[src/rtl/stall_mgmt.sv]
// Global stall manager: merges buffer-full and sink back-pressure into a registered stall/flush broadcast.
// Optional watchdog flush is compiled in only when STALL_MGMT_TIMEOUT_EN is defined.
module stall_mgmt #(
  parameter int NUM_BUF        = 4,
  parameter int RESUME_DELAY   = 2,
  parameter int TIMEOUT_CYCLES = 64
) (
  input  logic               clk,
  input  logic               reset,
  input  logic [NUM_BUF-1:0] buf_full,
  input  logic               sink_ready,
  input  logic               flush_req,
  output logic               stall,
  output logic               flush,
  output logic [1:0]         state,
  output logic [15:0]        stall_cycles,
  output logic               timeout
);

  typedef enum logic [1:0] {
    ST_RUN    = 2'd0,
    ST_STALL  = 2'd1,
    ST_RESUME = 2'd2,
    ST_FLUSH  = 2'd3
  } state_e;

  if (NUM_BUF < 1 || RESUME_DELAY < 0 || RESUME_DELAY > 15 ||
      TIMEOUT_CYCLES < 1 || TIMEOUT_CYCLES > 65535) begin : g_param_err
    $error("stall_mgmt: parameter out of range");
  end

  state_e      state_q, state_d;
  logic [3:0]  resume_q, resume_d;
  logic        stall_q, flush_q;
  logic [15:0] cycles_q;
  logic        cause;
  logic        wd_fire;

  assign cause = (|buf_full) | ~sink_ready;

`ifdef STALL_MGMT_TIMEOUT_EN
  logic [15:0] wd_q, wd_d;
  logic        timeout_q;
  logic        in_stall;

  // wd_q holds how many consecutive STALL/RESUME cycles preceded the current one
  always_comb begin
    in_stall = (state_q == ST_STALL) || (state_q == ST_RESUME);
    wd_fire  = in_stall && (wd_q == 16'(TIMEOUT_CYCLES - 1));
    wd_d     = in_stall ? wd_q + 16'd1 : 16'd0;
  end

  always_ff @(posedge clk) begin
    if (!reset) begin
      wd_q      <= 16'd0;
      timeout_q <= 1'b0;
    end else begin
      wd_q <= wd_d;
      if (wd_fire) timeout_q <= 1'b1;
    end
  end

  assign timeout = timeout_q;
`else
  assign wd_fire = 1'b0;
  assign timeout = 1'b0;
`endif

  always_comb begin
    state_d  = state_q;
    resume_d = resume_q;
    if (state_q == ST_FLUSH) begin
      state_d = ST_RUN;
    end else if (flush_req || wd_fire) begin
      state_d = ST_FLUSH;
    end else begin
      case (state_q)
        ST_RUN: begin
          if (cause) state_d = ST_STALL;
        end
        ST_STALL: begin
          if (!cause) begin
            if (RESUME_DELAY == 0) begin
              state_d = ST_RUN;
            end else begin
              state_d  = ST_RESUME;
              resume_d = 4'(RESUME_DELAY);
            end
          end
        end
        ST_RESUME: begin
          if (cause) begin
            state_d = ST_STALL;
          end else if (resume_q <= 4'd1) begin
            state_d = ST_RUN;
          end else begin
            resume_d = resume_q - 4'd1;
          end
        end
        default: state_d = ST_RUN;
      endcase
    end
  end

  // Outputs are registered alongside the state so they come straight from flops
  always_ff @(posedge clk) begin
    if (!reset) begin
      state_q  <= ST_RUN;
      resume_q <= 4'd0;
      stall_q  <= 1'b0;
      flush_q  <= 1'b0;
      cycles_q <= 16'd0;
    end else begin
      state_q  <= state_d;
      resume_q <= resume_d;
      stall_q  <= (state_d != ST_RUN);
      flush_q  <= (state_d == ST_FLUSH);
      if (stall_q && (cycles_q != 16'hFFFF)) cycles_q <= cycles_q + 16'd1;
    end
  end

  assign stall        = stall_q;
  assign flush        = flush_q;
  assign state        = state_q;
  assign stall_cycles = cycles_q;

endmodule

[config.mk]
export PLATFORM = sky130hd
export DESIGN_NAME = stall_mgmt
export DESIGN_NICKNAME = d
export VERILOG_FILES = /design/src/rtl/stall_mgmt.sv
export SDC_FILE = /design/constraint.sdc
export NUM_CORES = 1
export LEC_CHECK = 0
export ABC_AREA = 1
export CAP_MARGIN = 0
export CORE_MARGIN = 2
export CORE_UTILIZATION = 35
export CTS_CLUSTER_SIZE = 28
export DETAILED_ROUTE_END_ITERATION = 12
export SLEW_MARGIN = 20
export SYNTH_ARGS = -nofsm -noshare
export SYNTH_HDL_FRONTEND = slang
export SYNTH_SLANG_ARGS = --single-unit
[constraint.sdc]
create_clock -name clk -period 1.55 [get_ports clk]
set_input_delay 0.31 -clock clk [delete_from_list [all_inputs] [get_ports clk]]
set_output_delay 0.31 -clock clk [all_outputs]
set_load 0.02 [all_outputs]
==> metrics.md <==
| Metric | Value |
|---|---|
| CTS sink count | 24 |
| Layout cells sized above 1 | 16.8% |
| EDFF count, synth | 0 |
| Num rows | 23 |
| Worst reg2reg setup slack | 0.13 ns |
| DRT Pass-1 Iters | 4 |
| Total GRT Usage | 14.9% |
| I/O Buffers | 27 |
| Via count | 1460 |
| Clock Skews | 0.00282 ns |
| Root Driver | clkbuf_8 |
| Max Cap Violations | 0 |
| Slew Viols, Final | 0 |
| Die Wd | 69.2 µm |
| Clock buffer depth | 2 |
| Leak | 0.866 nW |
| Crit path kind | reg2out |
| CP max-delay cell | clkdlybuf4s50_1 |
| Net Count, Synth | 240 |
| Final setup viols | 0 |
| VDD IR-drop max | 300 µV |
| Clock Latency Late Sink | 0.27 ns |
| Sequential cell area | 487 µm² |
| Critical path buffers and inverters | 1 |
| Critical Path Max Stage Delay | 0.60 ns |
| Number of synthesized register bits | 24 |
| Synth Flop Type | dfxtp_1 |
| Compound-Gate Fraction of Synth Area | 11.1% |
| # IOs | 29 |
| Core Area | 0.00406 mm² |
| Number of global-route vias before repair | 1262 |
| # fillers | 430 |
| GRT Residual Overflow | 0 |
| Synth warn | 0 |
| CTS Buf Count | 3 |
| Setup TNS | 0 ns |
| Netlist cell types | 26 |
| Worst Path Max Fanout | 1 |
| Cells after Synth | 229 |
| DP Area | 0.00187 mm² |
| Setup Buffers After CTS | 0 |
| Area contributors post-synth | dfxtp_1 (32%), nand2_1 (18%), nor2_1 (8.3%) |
| Final critical-path required period | 1.51 ns |
| Synth-to-Final Area Change | 28.3% |
| Post-Syn Area per Cell | 6.50 µm² |
| Pwr/cell area | 648 mW/mm² |
| Mapped cell area | 0.00149 mm² |
| Via density | 4.59 |
| CP endpoint kind | output port |
| Final worst-path cycle share | 97.1% |
| First-pass GRT wire length | 5.86 mm |
| Routed Antenna Nets | 0 |
| RSZ-0062 raised after global routing | true |
| Die H | 69.2 µm |
| Final wirelength | 3.44 mm |
| Starting density of the core | 36.7% |
| Initial antenna violation count | 0 |
| Main combinational cell family by area after synthesis | simple AND/OR/NAND/NOR gates |
| Crit start category | flip-flop |
| WP data required | 1.24 ns |
| Fmax | 664 MHz |
| Adder-cell share of the synthesized area | 2.52% |
| Hold crit path type | reg2reg |
| Clk pin slew, worst setup/hold paths | 0.09 ns |
| CTS tree | done |
| Hold_buf cts | 0 |
| Inserted Diodes | 0 |
| Synth Area in XOR/XNOR | 3.53% |
| Multiplexer area fraction after synthesis | 0% |
| Placer congestion estimate | 0.904 |
| Most common library cells after synthesis | nand2_1 (70), nor2_1 (33), inv_1 (25) |
| Yosys top cell area share | 32.3% |
| Hpwl dp | 2.64 mm |
| Simple-gate portion of the synthesized area | 40.3% |
| Asr flop ratio synth | 0% |
| Hold Fails Final Rpt | 0 |
| WHS | 0.485 ns |
| Post-route cell area | 0.00191 mm² |
| Average wire per standard cell | 10.8 µm |
| DRC violation count after routing | 0 |
| Area leader, netlist | dfxtp_1 |
| Nets@finish | 280 |
| H-tree levels | 1 |
| Largest delay share family, worst path | buffers and inverters |
| Crit-path cells | clkdlybuf4s50_1 |
| Violation count after the first detailed-route iteration | 74 |
| Footprint of the multi-input gates | 863 µm² |
| Most frequent cell after synthesis | nand2_1 |
| Run status | completed |
| Die area | 0.00479 mm² |
| Pin count of the biggest net entering global routing | 14 |
| Worst EP arrival | 1.20 ns |
| Sequential area share after synthesis | 32.3% |
-- cell families after synthesis --
kind of cell	count (synthesis)
buffers and inverters	32
other	1
adder cells (fa/ha/maj)	3
AO/OA/AOI/OAI	25
XOR/XNOR	6
AND/OR/NAND/NOR	138
flip-flops	24
-- metal layers --
metal  wire length (µm)  track usage, %  up-vias
li1                   -               -      792
met1               1760            21.3      629
met2               1480            22.6       34
met3                159            2.62        5
met4                 46            5.23        0
met5                  0               0        -
-- stage by stage --
step | total power (W) | instances | setup slack, ns | util, %
2_1_floorplan | 0.000751 | 229 | 0.0672 | -
3_3_place_gp | 0.000821 | 314 | -0.0176 | 46.1
3_5_place_dp | 0.000821 | 314 | -0.0815 | 46.1
4_1_cts | 0.00126 | 318 | 0.0271 | 46.8
5_1_grt | 0.00130 | 318 | -0.0150 | 47.1
6_report | 0.00124 | 318 | 0.0447 | 47.1
-- final timing paths --
check	start	end	cells after the start
worst max-delay path	flush$_SDFF_PN0_	flush	1
worst min-delay path	resume_q[0]$_SDFFE_PN0P_	resume_q[0]$_SDFFE_PN0P_	2
worst max register to register	stall_cycles[0]$_SDFFE_PN0P_	stall_cycles[15]$_SDFFE_PN0P_	9
worst min register to register	resume_q[0]$_SDFFE_PN0P_	resume_q[0]$_SDFFE_PN0P_	2
-- report_power, final --
group,internal (W),switching [W]
logic,0.0000669,0.0000927
clock network,0.000227,0.000211
registers,0.000629,0.00000920
-- state kept, by name (all words and copies together), names as in the netlist --
name / flops
stall: 1
flush: 1
state: 2
stall_cycles: 16
resume_q: 4
-- what timing repair did --
| action | CTS | global route |
|---|---|---|
| setup endpoints to repair | 19 | 8 |
| resized for setup | 19 | 6 |
| pin swaps | 0 | 0 |
-- area by class of cell --
type	instances	area share, %
Timing Repair Buffer	39	17.6
Multi-Input combinational cell	173	45.2
Sequential cell	24	25.5
Inverter	28	5.50
Tap cell	50	3.28
Clock buffer	4	2.88
-- cells in the final DEF (no fill, tap or decap), drive strengths merged --
| cell type | instances |
|---|---|
| a21oi | 17 |
| nand3 | 16 |
| o21ai | 5 |
| nor3 | 1 |
| xnor2 | 1 |
| ha | 3 |
| dlygate4sd2 | 19 |
| dfxtp | 24 |
| nor2 | 37 |
| o21bai | 1 |
| conb | 1 |
| clkbuf | 4 |
| o22ai | 1 |
| nand2 | 78 |
| xor2 | 5 |
| a21boi | 1 |
| inv | 28 |
| buf | 12 |
| clkdlybuf4s50 | 8 |
| nand4 | 6 |
Power figures use the tool's default switching activity.
